File: config.mk
export PLATFORM = sky130hd
export DESIGN_NAME = regfile_read_port
export DESIGN_NICKNAME = d
export VERILOG_FILES = /design/src/rtl/regfile_read_port.sv
export SDC_FILE = /design/constraint.sdc
export NUM_CORES = 1
export LEC_CHECK = 0
export CAP_MARGIN = 20
export CORE_ASPECT_RATIO = 0.75
export CORE_MARGIN = 2
export CORE_UTILIZATION = 60
export CTS_BUF_LIST = sky130_fd_sc_hd__clkbuf_8
export DETAILED_ROUTE_END_ITERATION = 8
export PLACE_DENSITY = 0.81
export SLEW_MARGIN = 20
export SYNTH_ARGS = -nofsm -noshare
export SYNTH_HDL_FRONTEND = slang
export SYNTH_SLANG_ARGS = --single-unit
export TNS_END_PERCENT = 100
File: constraint.sdc
create_clock -name clock -period 6.7 [get_ports clock]
set_input_delay 1.005 -clock clock [delete_from_list [all_inputs] [get_ports clock]]
set_output_delay 1.005 -clock clock [all_outputs]
set_load 0.005 [all_outputs]
File: src/rtl/regfile_read_port.sv
// Register bank with an enabled write port and a valid/ready operand-read channel.
// Reads return a registered two-operand response one cycle after the request is accepted.
module regfile_read_port #(
  parameter int unsigned DATA_WIDTH = 16,
  parameter int unsigned ADDR_WIDTH = 3,
  parameter bit          ZERO_REG   = 1'b1
) (
  input  logic                  clock,
  input  logic                  reset_n,
  input  logic                  w_enable,
  input  logic [ADDR_WIDTH-1:0] w_addr,
  input  logic [DATA_WIDTH-1:0] w_data,
  input  logic                  rd_req_valid,
  output logic                  rd_req_ready,
  input  logic [ADDR_WIDTH-1:0] rd_addr_a,
  input  logic [ADDR_WIDTH-1:0] rd_addr_b,
  output logic                  rd_rsp_valid,
  input  logic                  rd_rsp_ready,
  output logic [DATA_WIDTH-1:0] rd_data_a,
  output logic [DATA_WIDTH-1:0] rd_data_b
);

  localparam int unsigned NumRegs = 2 ** ADDR_WIDTH;

  localparam logic StEmpty = 1'b0;
  localparam logic StFull  = 1'b1;

  logic [DATA_WIDTH-1:0] regs_q [NumRegs];
  logic                  state_q;
  logic [DATA_WIDTH-1:0] data_a_q, data_b_q;
  logic [DATA_WIDTH-1:0] operand_a, operand_b;
  logic                  accept;
  logic                  write_ok;

  assign rd_req_ready = (state_q == StEmpty) || rd_rsp_ready;
  assign accept       = rd_req_valid && rd_req_ready;
  assign write_ok     = w_enable && !(ZERO_REG && (w_addr == '0));

  // Bypass makes a same-cycle write visible to the request being accepted.
  always_comb begin
    operand_a = regs_q[rd_addr_a];
    if (ZERO_REG && (rd_addr_a == '0)) begin
      operand_a = '0;
    end else if (w_enable && (w_addr == rd_addr_a)) begin
      operand_a = w_data;
    end
  end

  always_comb begin
    operand_b = regs_q[rd_addr_b];
    if (ZERO_REG && (rd_addr_b == '0)) begin
      operand_b = '0;
    end else if (w_enable && (w_addr == rd_addr_b)) begin
      operand_b = w_data;
    end
  end

  always_ff @(posedge clock) begin
    if (!reset_n) begin
      for (int i = 0; i < NumRegs; i++) begin
        regs_q[i] <= '0;
      end
    end else if (write_ok) begin
      regs_q[w_addr] <= w_data;
    end
  end

  always_ff @(posedge clock) begin
    if (!reset_n) begin
      state_q  <= StEmpty;
      data_a_q <= '0;
      data_b_q <= '0;
    end else if (accept) begin
      state_q  <= StFull;
      data_a_q <= operand_a;
      data_b_q <= operand_b;
    end else if (rd_rsp_ready) begin
      state_q  <= StEmpty;
    end
  end

  assign rd_rsp_valid = (state_q == StFull);
  assign rd_data_a    = data_a_q;
  assign rd_data_b    = data_b_q;

endmodule

Yosys cells after proc, flatten, opt, wreduce, memory -nomap -nowiden --
Memories as Yosys holds them, arrays and structs flattened. Index checks and enable logic that the tools add are counted.
Storage, ports and cells: bits of input ports 30, latch bits 0, memory bits (writable) 128, bits in registers 33, memories kept 1, logic and storage cells 31, memory bits (read-only) 0, output and inout bits 34
Memory list:
- regs_q | depth 8, bits a word 16, rd ports 2, clocked after Yosys merged registers in 0, write ports 8, RTL line 28 | logic [DATA_WIDTH-1:0] regs_q [NumRegs];
Operators by class: div/mod/pow operators 0, $add $sub $neg 0, multipliers 0, bitwise gates (word level) 1, reductions and logical operators 11, multiplexer cells 13, $lt $le $gt $ge 0, equal/unequal tests 2, shifts and indexed selects 0
Operator list (count):
- two-way mux 16 bit | 5
- OR reduction 16 bit | 1
- zero test 3 bit | 3
- two-way mux 1 bit | 7
- equality test 3 bit | 2
- logical AND 1 bit | 4
- two-way mux 3 bit | 1
- nonzero test 2 bit | 1
- zero test 1 bit | 1
- logical OR 1 bit | 1
- NOT 1 bit | 1

Logic depth before layout (Yosys ltp) --
Gate-level depths: netlist of run 1.
depth in word-level cells 8, depth in mapped cells 7

Worst setup path after synthesis of run 1 --
No wires, ideal clock.
kind input to register, from input reset_n, to memory regs_q[2][0] (enable), stages 3, slack 3.659 ns, path buffers 1, setup time 0.411 ns, data arrival time 2.629 ns, path through clkbuf_1 nand3b_1 o21ai_0
RTL lines:
- start: declaration | RTL line 9 | input logic reset_n,
- end: declaration | RTL line 28

Worst setup path after layout of run 1 --
from input rd_rsp_ready, to output rd_req_ready
On the way: cells in the longest elaborated chain, start to end 1
RTL lines:
- start: declaration | RTL line 18 | input logic rd_rsp_ready,
- logical OR 1 bit | RTL line 35 | assign rd_req_ready = (state_q == StEmpty) || rd_rsp_ready;
- end: declaration | RTL line 14 | output logic rd_req_ready,
No other way between the ends.

==> impl_metrics.env, run 1 <==
export IMPL_netlist_area_um2=8200
export IMPL_finalSetupTns_ns=0
export IMPL_numCtsBuffers=17
export IMPL_rows=36
export IMPL_fin_cells=880
export IMPL_p_leak_nw=3.36
export IMPL_min_period_ns=3.28
export IMPL_dieArea_um2=14600
export IMPL_finalSetupViolCount=0
export IMPL_met2_usage_pct=46.3
export IMPL_yosys_top_cells_area="edfxtp_1, mux4_2, and2_1"
export IMPL_cts_repair_resized=0
export IMPL_drtAntennaViolNets=0
export IMPL_grt_use_total_pct=28.8
export IMPL_fin_nets=726
export IMPL_end_kind="output port"
export IMPL_dpl_worst_slack_ns=3.27
export IMPL_drc_errors=0
export IMPL_gp_congestion=0.831
export IMPL_synthDistinctLibCells=35
export IMPL_antenna_found_initial=0
export IMPL_synth_top_area_share_pct=46.9
export IMPL_cp_max_fo=4
export IMPL_final_util_pct=71.8
export IMPL_syn2layout_area_growth_pct=15.2
export IMPL_period_share_pct=49.0
export IMPL_cts_sinks=161
export IMPL_synth_edf_count=128
export IMPL_holdWs_ns=0.445
export IMPL_r2r_start="rd_rsp_valid"
export IMPL_power_density_nw_per_um2=240
export IMPL_clkTransAtPathRegs_ns=0.09
export IMPL_skew_ns=0.00934
export IMPL_first_pass_iters=5
export IMPL_status="finished, final reports clean"
export IMPL_htree_levels=4
export IMPL_final_area_um2=9450
export IMPL_drtIter0Drc=478
export IMPL_place_area_um2=9020
export IMPL_crit_path_start_kind="input pin"
export IMPL_holdCritStartpoint="rd_data_a[5]"
export IMPL_ys_ff_latch=161
export IMPL_hpwl_um=12000
export IMPL_die_w_um=139
export IMPL_avgViaCountPerCell=6.33
export IMPL_hold_class="flop to flop"
export IMPL_io_buffer_count=63
export IMPL_synth_most_common_cell="and2_1"
export IMPL_crit_path_start="rd_rsp_ready"
export IMPL_yosysSeqAreaShare_pct=54.9
export IMPL_critPathKind="input pin to output port"
export IMPL_grt_start_max_net_pins=39
export IMPL_overflow=0
export IMPL_yosysWarnings=0
export IMPL_drive_gt1_share_pct=15.7
export IMPL_clockBufferDepth=2
export IMPL_grt_setup_unrepaired="false"
export IMPL_total_power_mw=2.27
export IMPL_routed_via_count=5568
export IMPL_cts_tree="done"
export IMPL_ctsHoldBuffers=0
export IMPL_hold_path_depth=2
export IMPL_met1_usage_pct=38.5
export IMPL_diodes=0
export IMPL_tightest_slew_ns=1.05
export IMPL_yosys_area_top_type="edfxtp_1"
export IMPL_synth_cells=620
export IMPL_routedWlPerCell_um=22.9
export IMPL_yosys_top_cells_count="and2_1, edfxtp_1, mux4_2"
export IMPL_r2r_cells=5
export IMPL_totalWireLength_um=20200
export IMPL_cp_arrival_ns=2.28
export IMPL_synthFlopType="edfxtp_1"
export IMPL_clock_root_buffer="clkbuf_8"
export IMPL_pin_count=64
export IMPL_use_met3_pct=7.00
export IMPL_grt_pass1_vias=5573
export IMPL_clock_latency_ns=0.47
export IMPL_ir_worst_vdd_mv=0.154
export IMPL_layout_setup_ws_ns=3.42
export IMPL_final_hold_viol_count=0
export IMPL_placed_cells=848
export IMPL_grt_pass1_wl_um=31000
export IMPL_gr_max_usage_layer="met2"
export IMPL_worst_ep_required_time_ns=5.69
export IMPL_die_y_um=105
export IMPL_drv_cap=0
export IMPL_avgSynthCellArea_um2=13.2
export IMPL_relSlewSlack_pct=29.7
export IMPL_start_util_pct=62.4
export IMPL_fmax_mhz=305
export IMPL_maxSlewViolCount=0
export IMPL_cts_setup_buffers=0
export IMPL_coreArea_um2=13200
export IMPL_async_flop_share_pct=0
[logic make-up (layout without fill, tap and decap cells)]
logic type      after synthesis  in the layout  synth area share [%]
buf+inv                      46            120                  3.08
simple gates                226            226                  16.0
xor+xnor                      6              6                 0.641
mux                          95             95                  19.9
flops                       161            161                  54.9
other cells                   1             16                0.0457
compound gates               85             85                  5.48
[path summary, 6_finish.rpt]
path | to | slack [ns]
worst max-delay path | rd_req_ready | 3.42
worst max register to register | rd_data_a[11] | 4.91
worst min-delay path | rd_data_a[5] | 0.45
worst min register to register | rd_data_a[5] | 0.45
[critical path, stage by stage]
cell and delay (ns):
clkdlybuf4s50_1 0.41, nor2b_1 0.28, inv_1 0.12, clkdlybuf4s50_1 0.46
[placed cells by master, fill, tap and decap left out, types with 4 or more instances in the layout]
master / instances
o21ai_1: 38
nand2_1: 43
nor2_1: 8
clkbuf_8: 17
and2_1: 134
dfxtp_1: 33
nand2b_1: 11
nor4b_1: 8
bufinv_16: 4
conb_1: 16
clkinv_2: 4
and3_1: 9
o21ai_0: 32
mux2i_1: 40
clkdlybuf4s50_1: 60
mux4_2: 49
edfxtp_1: 128
buf_4: 23
mux4_1: 4
a31oi_1: 8
xnor2_1: 6
[area by class of cell]
cell class	instances	area, µm²
fill	886	3700
timing repair buffer	86	788
multi-input combinational	428	3510
sequential	161	4500
clock inverter	15	194
clock buffer	17	234
tap	171	214
inverter	2	7.51
[routing by layer]
metal | part of all wire, % | routed length (µm) | up-vias
li1 | - | - | 2439
met1 | 40 | 8030 | 2801
met2 | 49 | 9860 | 284
met3 | 9.2 | 1850 | 44
met4 | 2.0 | 412 | 0
met5 | 0 | 0 | -
[registers in the layout, summed over array words and instances (netlist names)]
name,count
rd_rsp_valid,1
rd_data_a,16
regs_q,128
rd_data_b,16
[where the power goes]
group | leakage, nW | switching [mW] | internal (mW)
registers | 1.50 | 0.0376 | 1.15
clock network | 0.217 | 0.378 | 0.404
logic | 1.64 | 0.146 | 0.157
(Power assumes the default switching activity.)
==> run 2, diff against run 1 <==
==> constraint.sdc (replaced) <==
create_clock -name clock -period 3.23 [get_ports clock]
set_input_delay 0.4845 -clock clock [delete_from_list [all_inputs] [get_ports clock]]
set_output_delay 0.4845 -clock clock [all_outputs]
set_load 0.005 [all_outputs]
==> run 2 against run 1 <==
Net effect:
- count of clock-buffer cells in the layout increased by 1
- sequential power increased by 110%
- power grew 110%
- combinational power up 110%
- clock power grew 110%
- critical path depth unchanged
- register-to-register slack got worse by 3.2 ns
- first-iteration DRC count grew 30%
- non-clock buffer count up 12
- critical path type unchanged
- largest power group unchanged
- highest routed layer unchanged
==> impl_metrics.env, run 2 (synthesis results as in run 1) <==
export IMPL_final_common_cell="and2_1"
export IMPL_finalSetupTns_ns=0
export IMPL_dieArea_um2=14600
export IMPL_diodes=0
export IMPL_clkTransAtPathRegs_ns=0.08
export IMPL_p_seq_share_pct=52.0
export IMPL_start_util_pct=62.4
export IMPL_largest_register="regs_q"
export IMPL_hold_path_depth=2
export IMPL_ir_worst_vdd_mv=0.471
export IMPL_wl_met2_um=9860
export IMPL_coreArea_um2=13200
export IMPL_p_leak_nw=3.43
export IMPL_power_density_nw_per_um2=494
export IMPL_hpwl_um=13300
export IMPL_ctsHoldBuffers=0
export IMPL_r2r_cells=6
export IMPL_hold_class="flop to flop"
export IMPL_multi_input_area_um2=3510
export IMPL_status="finished, final reports clean"
export IMPL_grt_start_max_net_pins=47
export IMPL_relSlewSlack_pct=31.4
export IMPL_antenna_found_initial=0
export IMPL_met1Wirelength_um=8010
export IMPL_cp_max_fo=4
export IMPL_fin_cells=892
export IMPL_worst_ep_required_time_ns=2.75
export IMPL_cp_arrival_ns=1.79
export IMPL_holdWs_ns=0.451
export IMPL_final_hold_viol_count=0
export IMPL_cts_repair_resized=0
export IMPL_met3_length_um=2180
export IMPL_syn2layout_area_growth_pct=16.7
export IMPL_finalSetupViolCount=0
export IMPL_skew_ns=0.0128
export IMPL_r2r_start="rd_rsp_valid"
export IMPL_cts_setup_buffers=0
export IMPL_fin_nets=738
export IMPL_combPwrFrac_pct=13.7
export IMPL_overflow=0
export IMPL_drive_gt1_share_pct=16.9
export IMPL_grt_setup_unrepaired="false"
export IMPL_routed_via_count=5633
export IMPL_drv_cap=0
export IMPL_largest_reg_flops=128
export IMPL_drtAntennaViolNets=0
export IMPL_holdCritStartpoint="rd_data_a[1]"
export IMPL_clock_latency_ns=0.47
export IMPL_fillCellCount=898
export IMPL_tightest_slew_ns=1.03
export IMPL_crit_path_start_kind="input pin"
export IMPL_drc_errors=0
export IMPL_switchingPower_mw=1.15
export IMPL_cts_sinks=161
export IMPL_die_w_um=139
export IMPL_final_cell_mix="and2_1, edfxtp_1, clkdlybuf4s50_1"
export IMPL_fmax_mhz=439
export IMPL_end_kind="output port"
export IMPL_clockBufferDepth=2
export IMPL_maxSlewViolCount=0
export IMPL_min_period_ns=2.28
export IMPL_pin_count=64
export IMPL_period_share_pct=70.6
export IMPL_rows=36
export IMPL_grt_pass1_vias=5696
export IMPL_first_pass_iters=5
export IMPL_die_y_um=105
export IMPL_cts_tree="done"
export IMPL_placed_cells=860
export IMPL_htree_levels=4
export IMPL_numCtsBuffers=17
export IMPL_r2r_end="rd_data_b[12]"
export IMPL_grt_pass1_wl_um=32000
export IMPL_min_to="rd_data_a[1]"
export IMPL_gp_congestion=0.870
export IMPL_grt_use_total_pct=29.5
export IMPL_routedWlPerCell_um=23.0
export IMPL_regArea_um2=4500
export IMPL_io_buffer_count=63
export IMPL_avgViaCountPerCell=6.32
export IMPL_totalWireLength_um=20500
export IMPL_p_int_mw=3.58
export IMPL_clock_root_buffer="clkbuf_8"
export IMPL_top_layer="met4"
export IMPL_drtIter0Drc=621
export IMPL_critPathKind="input pin to output port"
export IMPL_power_share_switching_pct=24.3
export IMPL_clkPwrFrac_pct=34.3
export IMPL_r2r_slack_ns=1.75
run 2: cell types whose count changed in the layout (fill, tap and decap cells not counted), sizes merged:
cell,change
clkinvlp,-1
clkbuf,+1
buf,+12
run 2: layer usage:
metal	track usage [%]	vias to the layer above
li1	-	2471
met1	38.9	2793
met2	46.5	329
met3	9.22	40
met4	11.2	0
met5	0	-
run 2: layout make-up:
type                       instances  area share, %
clock buffer                      18           2.59
clock inverter                    14           1.97
inverter                           2         0.0784
multi-input combinational        428           36.6
sequential                       161           47.1
tap                              171           2.24
timing repair buffer              98           9.44
run 2: worst max-delay path by stage:
stage                            start             to  slack (ns)  cells past startpoint
after detailed placement       reset_n  regs_q[4][12]        0.57                      6
after floorplan                reset_n   regs_q[2][0]        0.71                      3
final                     rd_rsp_ready   rd_req_ready        0.95                      4
after CTS                 rd_rsp_ready   rd_req_ready        0.96                      4
after global placement    rd_addr_b[2]   rd_data_b[4]        0.70                      5
after global routing           reset_n   regs_q[4][5]        0.85                      6
run 2: power groups by stage:
stage,sequential (mW),combinational (mW),clock (mW)
2_1_floorplan,2.48,0.391,0
4_1_cts,2.46,0.646,1.65
3_5_place_dp,2.50,0.643,0
6_report,2.46,0.647,1.62
3_3_place_gp,2.49,0.627,0
5_1_grt,2.47,0.694,1.73
run 2: through the flow:
step / power (mW) / area, µm² / util, % / worst slack, ns
4_1_cts: 4.75 / 9570 / 72.8 / 0.960
2_1_floorplan: 2.87 / 8260 / - / 0.710
3_5_place_dp: 3.15 / 9140 / 69.5 / 0.572
5_1_grt: 4.90 / 9570 / 72.8 / 0.854
3_3_place_gp: 3.12 / 9140 / 69.5 / 0.696
6_report: 4.73 / 9570 / 72.8 / 0.951
run 2: worst max-delay path, stage by stage:
cell and delay, ns:
clkdlybuf4s50_1 0.41, nor2b_1 0.32, inv_1 0.12, clkdlybuf4s50_1 0.46
